[config.mk]
export PLATFORM = sky130hd
export DESIGN_NAME = regfile_mp
export DESIGN_NICKNAME = d
export VERILOG_FILES = /design/src/rtl/regfile_pkg.sv /design/src/rtl/regfile_read_port.sv /design/src/rtl/regfile_mp.sv
export SDC_FILE = /design/constraint.sdc
export NUM_CORES = 1
export LEC_CHECK = 0
export CORE_MARGIN = 2
export CORE_UTILIZATION = 45
export DETAILED_ROUTE_END_ITERATION = 8
export GPL_ROUTABILITY_DRIVEN = 0
export PLACE_DENSITY_LB_ADDON = 0.3
export SLEW_MARGIN = 20
export SYNTH_ARGS = -nofsm -noshare
export SYNTH_HDL_FRONTEND = slang
export SYNTH_SLANG_ARGS = --single-unit
[constraint.sdc]
create_clock -name clk -period 8 [get_ports clk]
set_clock_uncertainty 0.1 [all_clocks]
set_input_delay 1.6 -clock clk [delete_from_list [all_inputs] [get_ports clk]]
set_output_delay 1.6 -clock clk [all_outputs]
set_load 0.02 [all_outputs]
[src/rtl/regfile_pkg.sv]
// Shared constants and the address type for the multi-port register file.
package regfile_pkg;

    localparam int DEF_DATA_W   = 16;
    localparam int DEF_NUM_REGS = 8;
    localparam int DEF_ADDR_W   = $clog2(DEF_NUM_REGS);

    typedef logic [DEF_ADDR_W-1:0] addr_t;

endpackage

[src/rtl/regfile_read_port.sv]
// One read port: address range check, stored-data/busy select, optional write bypass.
// Optional feature: REGFILE_MP_BYPASS_EN forwards same-cycle write data and busy state.
module regfile_read_port import regfile_pkg::*; #(
    parameter int  DATA_W   = DEF_DATA_W,
    parameter int  NUM_REGS = DEF_NUM_REGS,
    localparam int ADDR_W   = $clog2(NUM_REGS)
) (
    input  logic                       reset,
    input  logic                       write,
    input  logic [ADDR_W-1:0]          writenum,
    input  logic [DATA_W-1:0]          data_in,
    input  logic                       busy_set,
    input  logic [ADDR_W-1:0]          busy_num,
    input  logic [ADDR_W-1:0]          readnum,
    input  logic [NUM_REGS*DATA_W-1:0] regs,
    input  logic [NUM_REGS-1:0]        busy_vec,
    output logic [DATA_W-1:0]          data_out,
    output logic                       busy
);

    logic              valid_s;
    logic              hit_s;
    logic              hit_busy_s;
    logic [DATA_W-1:0] stored_s;
    logic              stored_busy_s;

    // Select stored state; unimplemented addresses read as zero and not busy
    always_comb begin
        valid_s       = (int'(readnum) < NUM_REGS);
        stored_s      = '0;
        stored_busy_s = 1'b0;
        if (valid_s) begin
            stored_s      = regs[int'(readnum)*DATA_W +: DATA_W];
            stored_busy_s = busy_vec[readnum];
        end else begin
            stored_s      = '0;
            stored_busy_s = 1'b0;
        end
    end

`ifdef REGFILE_MP_BYPASS_EN
    // Reset suppresses forwarding so outputs stay zero while it is held
    assign hit_s      = valid_s && !reset && write && (writenum == readnum);
    assign hit_busy_s = busy_set && (busy_num == readnum);
`else
    logic unused_bypass_s;
    assign hit_s           = 1'b0;
    assign hit_busy_s      = 1'b0;
    assign unused_bypass_s = ^{reset, write, writenum, data_in, busy_set, busy_num};
`endif

    assign data_out = hit_s ? data_in    : stored_s;
    assign busy     = hit_s ? hit_busy_s : stored_busy_s;

endmodule

[src/rtl/regfile_mp.sv]
// Register file with one write port, two combinational read ports and a pending-write scoreboard.
// Optional feature: REGFILE_MP_BYPASS_EN enables write-to-read forwarding in the read ports.
module regfile_mp import regfile_pkg::*; #(
    parameter int  DATA_W   = DEF_DATA_W,
    parameter int  NUM_REGS = DEF_NUM_REGS,
    localparam int ADDR_W   = $clog2(NUM_REGS)
) (
    input  logic                clk,
    input  logic                reset,
    input  logic                write,
    input  logic [ADDR_W-1:0]   writenum,
    input  logic [DATA_W-1:0]   data_in,
    input  logic [ADDR_W-1:0]   readnum_a,
    input  logic [ADDR_W-1:0]   readnum_b,
    output logic [DATA_W-1:0]   data_out_a,
    output logic [DATA_W-1:0]   data_out_b,
    input  logic                busy_set,
    input  logic [ADDR_W-1:0]   busy_num,
    output logic                busy_a,
    output logic                busy_b,
    output logic [NUM_REGS-1:0] busy_vec
);

    logic [NUM_REGS*DATA_W-1:0] regs_r;
    logic [NUM_REGS-1:0]        busy_r;
    logic [NUM_REGS-1:0]        busy_next_s;

    // Next pending flags: a set beats a write-clear on the same register
    always_comb begin
        busy_next_s = busy_r;
        for (int i = 0; i < NUM_REGS; i++) begin
            if (busy_set && (busy_num == ADDR_W'(i))) begin
                busy_next_s[i] = 1'b1;
            end else if (write && (writenum == ADDR_W'(i))) begin
                busy_next_s[i] = 1'b0;
            end else begin
                busy_next_s[i] = busy_r[i];
            end
        end
    end

    // Register storage and scoreboard; out-of-range addresses match no entry
    always_ff @(posedge clk or posedge reset) begin
        if (reset) begin
            regs_r <= '0;
            busy_r <= '0;
        end else begin
            for (int i = 0; i < NUM_REGS; i++) begin
                if (write && (writenum == ADDR_W'(i))) begin
                    regs_r[i*DATA_W +: DATA_W] <= data_in;
                end
            end
            busy_r <= busy_next_s;
        end
    end

    assign busy_vec = busy_r;

    regfile_read_port #(.DATA_W(DATA_W), .NUM_REGS(NUM_REGS)) u_port_a (
        .reset    (reset),
        .write    (write),
        .writenum (writenum),
        .data_in  (data_in),
        .busy_set (busy_set),
        .busy_num (busy_num),
        .readnum  (readnum_a),
        .regs     (regs_r),
        .busy_vec (busy_r),
        .data_out (data_out_a),
        .busy     (busy_a)
    );

    regfile_read_port #(.DATA_W(DATA_W), .NUM_REGS(NUM_REGS)) u_port_b (
        .reset    (reset),
        .write    (write),
        .writenum (writenum),
        .data_in  (data_in),
        .busy_set (busy_set),
        .busy_num (busy_num),
        .readnum  (readnum_b),
        .regs     (regs_r),
        .busy_vec (busy_r),
        .data_out (data_out_b),
        .busy     (busy_b)
    );

endmodule

==> impl_results.md <==
* Outcome: finished clean
* Number of vias after detailed routing at roughly 4,300
* Number of distinct standard cells referenced by the synthesized netlist at 24
* Setup crit start kind: input port
* Initial core utilization at around 46%
* Endpoint of the most critical register-to-register path: regs_r[13]
* Fin. Hold Viols at 0
* Min Clock Period, post-route at ~5500 ps
* Yosys warning total at 0
* End of the critical path: data_out_a[10]
* Post-cts gate resize count at 0
* Final period utilization at 68.73%
* Reg power frac at 38.6%
* Part of the total power dissipated in combinational logic at between 20% and 30%
* Flip-flop cell with the highest count after synthesis: dfrtp_1
* Proportion of register bits with asynchronous set or reset after synthesis at between 90% and 100%
* Post-route DRC violation count at 0
* Portion of synthesized cell area occupied by the leading cell type at ~45%
* Overall Global Routing Usage at 20.78%
* Startpoint of the worst-slack reg-to-reg timing path: regs_r[13]
* Start-to-end type of the worst setup path: in2out
* Number of DRC markers after the initial detailed-route iteration at around 260
* Top cells by area, synth: dfrtp_1, mux2_2, mux4_1, mux4_2, mux2_4
* Clock Sinks at 136
* List of most frequent post-synthesis cells: mux2_2, dfrtp_1, mux4_1
* Instance area after placement at around 8300 um^2
* Via density per instance at just under 6
* CTS Root Cell: clkbuf_16
* Remaining number of nets flagged by the antenna check after routing at 0
* Y dimension of the die at between 100 and 150 um
* CTS H-tree depth at 4
* Gate Count Post-Synth at between 400 and 500
* Number of inserted diodes at 0
* CTS clk-pin slew, worst paths at 60 ps
* Worst-path maximum fanout at 18
* Synthesized area per cell at 17.47 um^2
* Pin count of the biggest net entering global routing at between 70 and 80
* Endpoint kind of the worst setup timing path: output pin
* #FFs+latches synth at 136
* Top cell type by total area after synthesis: dfrtp_1
* Aggregate global routing overflow at 0
* Nets at around 530
* Unrepaired setup endpoints after global routing: false
* I/O Pins at 74
* Layout cells sized above 1 at around 45%
* Netlist area before placement at around 7500 um^2
* Max-capacitance violation count at 0
* Data arrival time at the worst-slack endpoint at approximately 3800 ps
* Initial antenna violation count at 0
* Layout fillers at ~1,300
* Setup_tns at 0 ps
* CP startpoint: readnum_a[0]
* Number of placement rows at 47
* CTS tree: built
* Area of all placed cells without fillers at roughly 9000 um^2
* Clock Latency Late Sink at 420 ps
* Most frequent cell after synthesis: mux2_2
* P_int at roughly 1.8 mW
* Highest clock rate at 0.1819 GHz
* Dpl hpwl at around 10,000 um
* Global-route wire length before repair at roughly 27,000 um
* Buffers added on ports at 73
* Via count of the first global-routing pass at 4,768
* Post-synth EDFFs at 0
* DRT Pass-1 Iters at 5
* Leakage power figure at about 3.8 nW
* Final slew viol count at 0
* Number of clock buffers inserted by TritonCTS at 17
* Aggregate routed wire length at about 17,000 um
* Worst-Margin Slew at between 900 and 1000 ps
* Post-cts hold buffer count at 0
* Die span in x at 133.0 um
* Fraction of power spent switching nets at about 27%
* Power density of the placed cells at 272.5 nW/um^2
* Worst reg2reg path depth at 1
* Syn-to-layout area delta at 20.09%
* Hold Path Class: reg2reg
* Internal reg-to-reg setup slack at between 7000 and 8000 ps
* Switching power at 658.9 uW
* Die ar. at between 15,000 and 20,000 um^2
* IR Drop Worst-Case VDD at between 0.2 and 0.25 mV
* Core region area at about 16,000 um^2
* Number of post-CTS setup repair buffers at 0
* Count of endpoints failing setup in the final report at 0
* Synth Net Count at ~460
* CP required at between 6000 and 7000 ps
* CTS Buffer Depth at 2
* Relative max-transition margin at between 30% and 40%
* Proportion of power drawn by the clock network at 35.1%
* Wire length per cell after detailed routing at around 24 um
* Share of synthesized area occupied by flip-flops and latches at 45.42%
[per-layer routing]
layer | share of wire, % | global-route usage (%) | up-vias
met5 | 0 | 0 | -
met4 | 1.4 | 5.795 | 0
met3 | 3.9 | 4.789 | 16
met2 | 51 | 36.15 | 97
met1 | 44 | 26.16 | 2344
li1 | - | - | 1878
[worst max-delay path: stages]
cell,delay [ps]
buf_2,470
buf_12,270
mux4_1,590
mux2_2,300
clkdlybuf4s50_1,550
[power by group through the flow]
stage | combinational (mW) | sequential, mW | clock [mW]
CTS | 0.653 | 0.946 | 0.872
finish | 0.644 | 0.946 | 0.862
detailed placement | 0.649 | 0.957 | 0
global placement | 0.635 | 0.940 | 0
floorplan | 0.445 | 0.925 | 0
global route | 0.687 | 0.968 | 0.906
[cells in the final DEF (no fill, tap or decap), types with 2 or more instances in the layout]
cell             instances
mux4_1                  54
a32o_1                   3
nor2b_1                  3
mux2_2                 153
nor4bb_4                 2
nand4b_2                 3
clkinvlp_4               2
dfrtp_1                136
nand2_1                  2
bufinv_16                5
mux2_4                   9
mux4_2                  14
inv_1                    4
o2bb2ai_1                4
clkbuf_16               17
buf_4                    9
clkdlybuf4s50_1         71
clkinv_2                 2
clkinv_4                 6
[state kept, by name, indices dropped and copies added (netlist names)]
name,cells
regs_r,128
busy_vec,8
[area by class of cell]
type,count,area (um^2),area share (%)
tap,220,275.3,3.059
timing repair buffer,82,803.3,8.927
multi-input combinational,253,3842,42.70
sequential,136,3403,37.82
clock inverter,15,227.7,2.531
clock buffer,17,425.4,4.727
inverter,5,21.27,0.2364
[worst min path at each step]
stage	end	start	depth (start not counted)	slack (ps)
after floorplan	regs_r[57]	regs_r[57]	1	380
after global placement	regs_r[103]	regs_r[103]	1	390
after detailed placement	regs_r[63]	regs_r[63]	1	410
after CTS	regs_r[63]	regs_r[63]	1	420
after global routing	regs_r[49]	regs_r[49]	1	440
final	regs_r[21]	regs_r[21]	1	420
[metrics by stage]
stage | instances | utilization [%] | setup slack, ps | power, mW | hold slack (ps)
finish | 728 | 54.85 | 2501 | 2.452 | 420.3
global route | 728 | 54.85 | 2447 | 2.561 | 435.6
CTS | 728 | 54.83 | 2266 | 2.471 | 418.4
detailed placement | 696 | 50.85 | 2283 | 1.606 | 405.1
global placement | 695 | 50.73 | 2282 | 1.575 | 394.3
floorplan | 429 | - | 2661 | 1.369 | 384.8
[cells by family (layout without fill, tap and decap cells)]
family	Yosys count	after routing	share of synthesized area, %
flip-flops	136	136	45.42
multiplexers	230	230	47.94
AND/OR/NAND/NOR	15	15	1.954
AO/OA/AOI/OAI	8	8	0.9851
buffers and inverters	40	119	3.707
(Power assumes the default switching activity.)
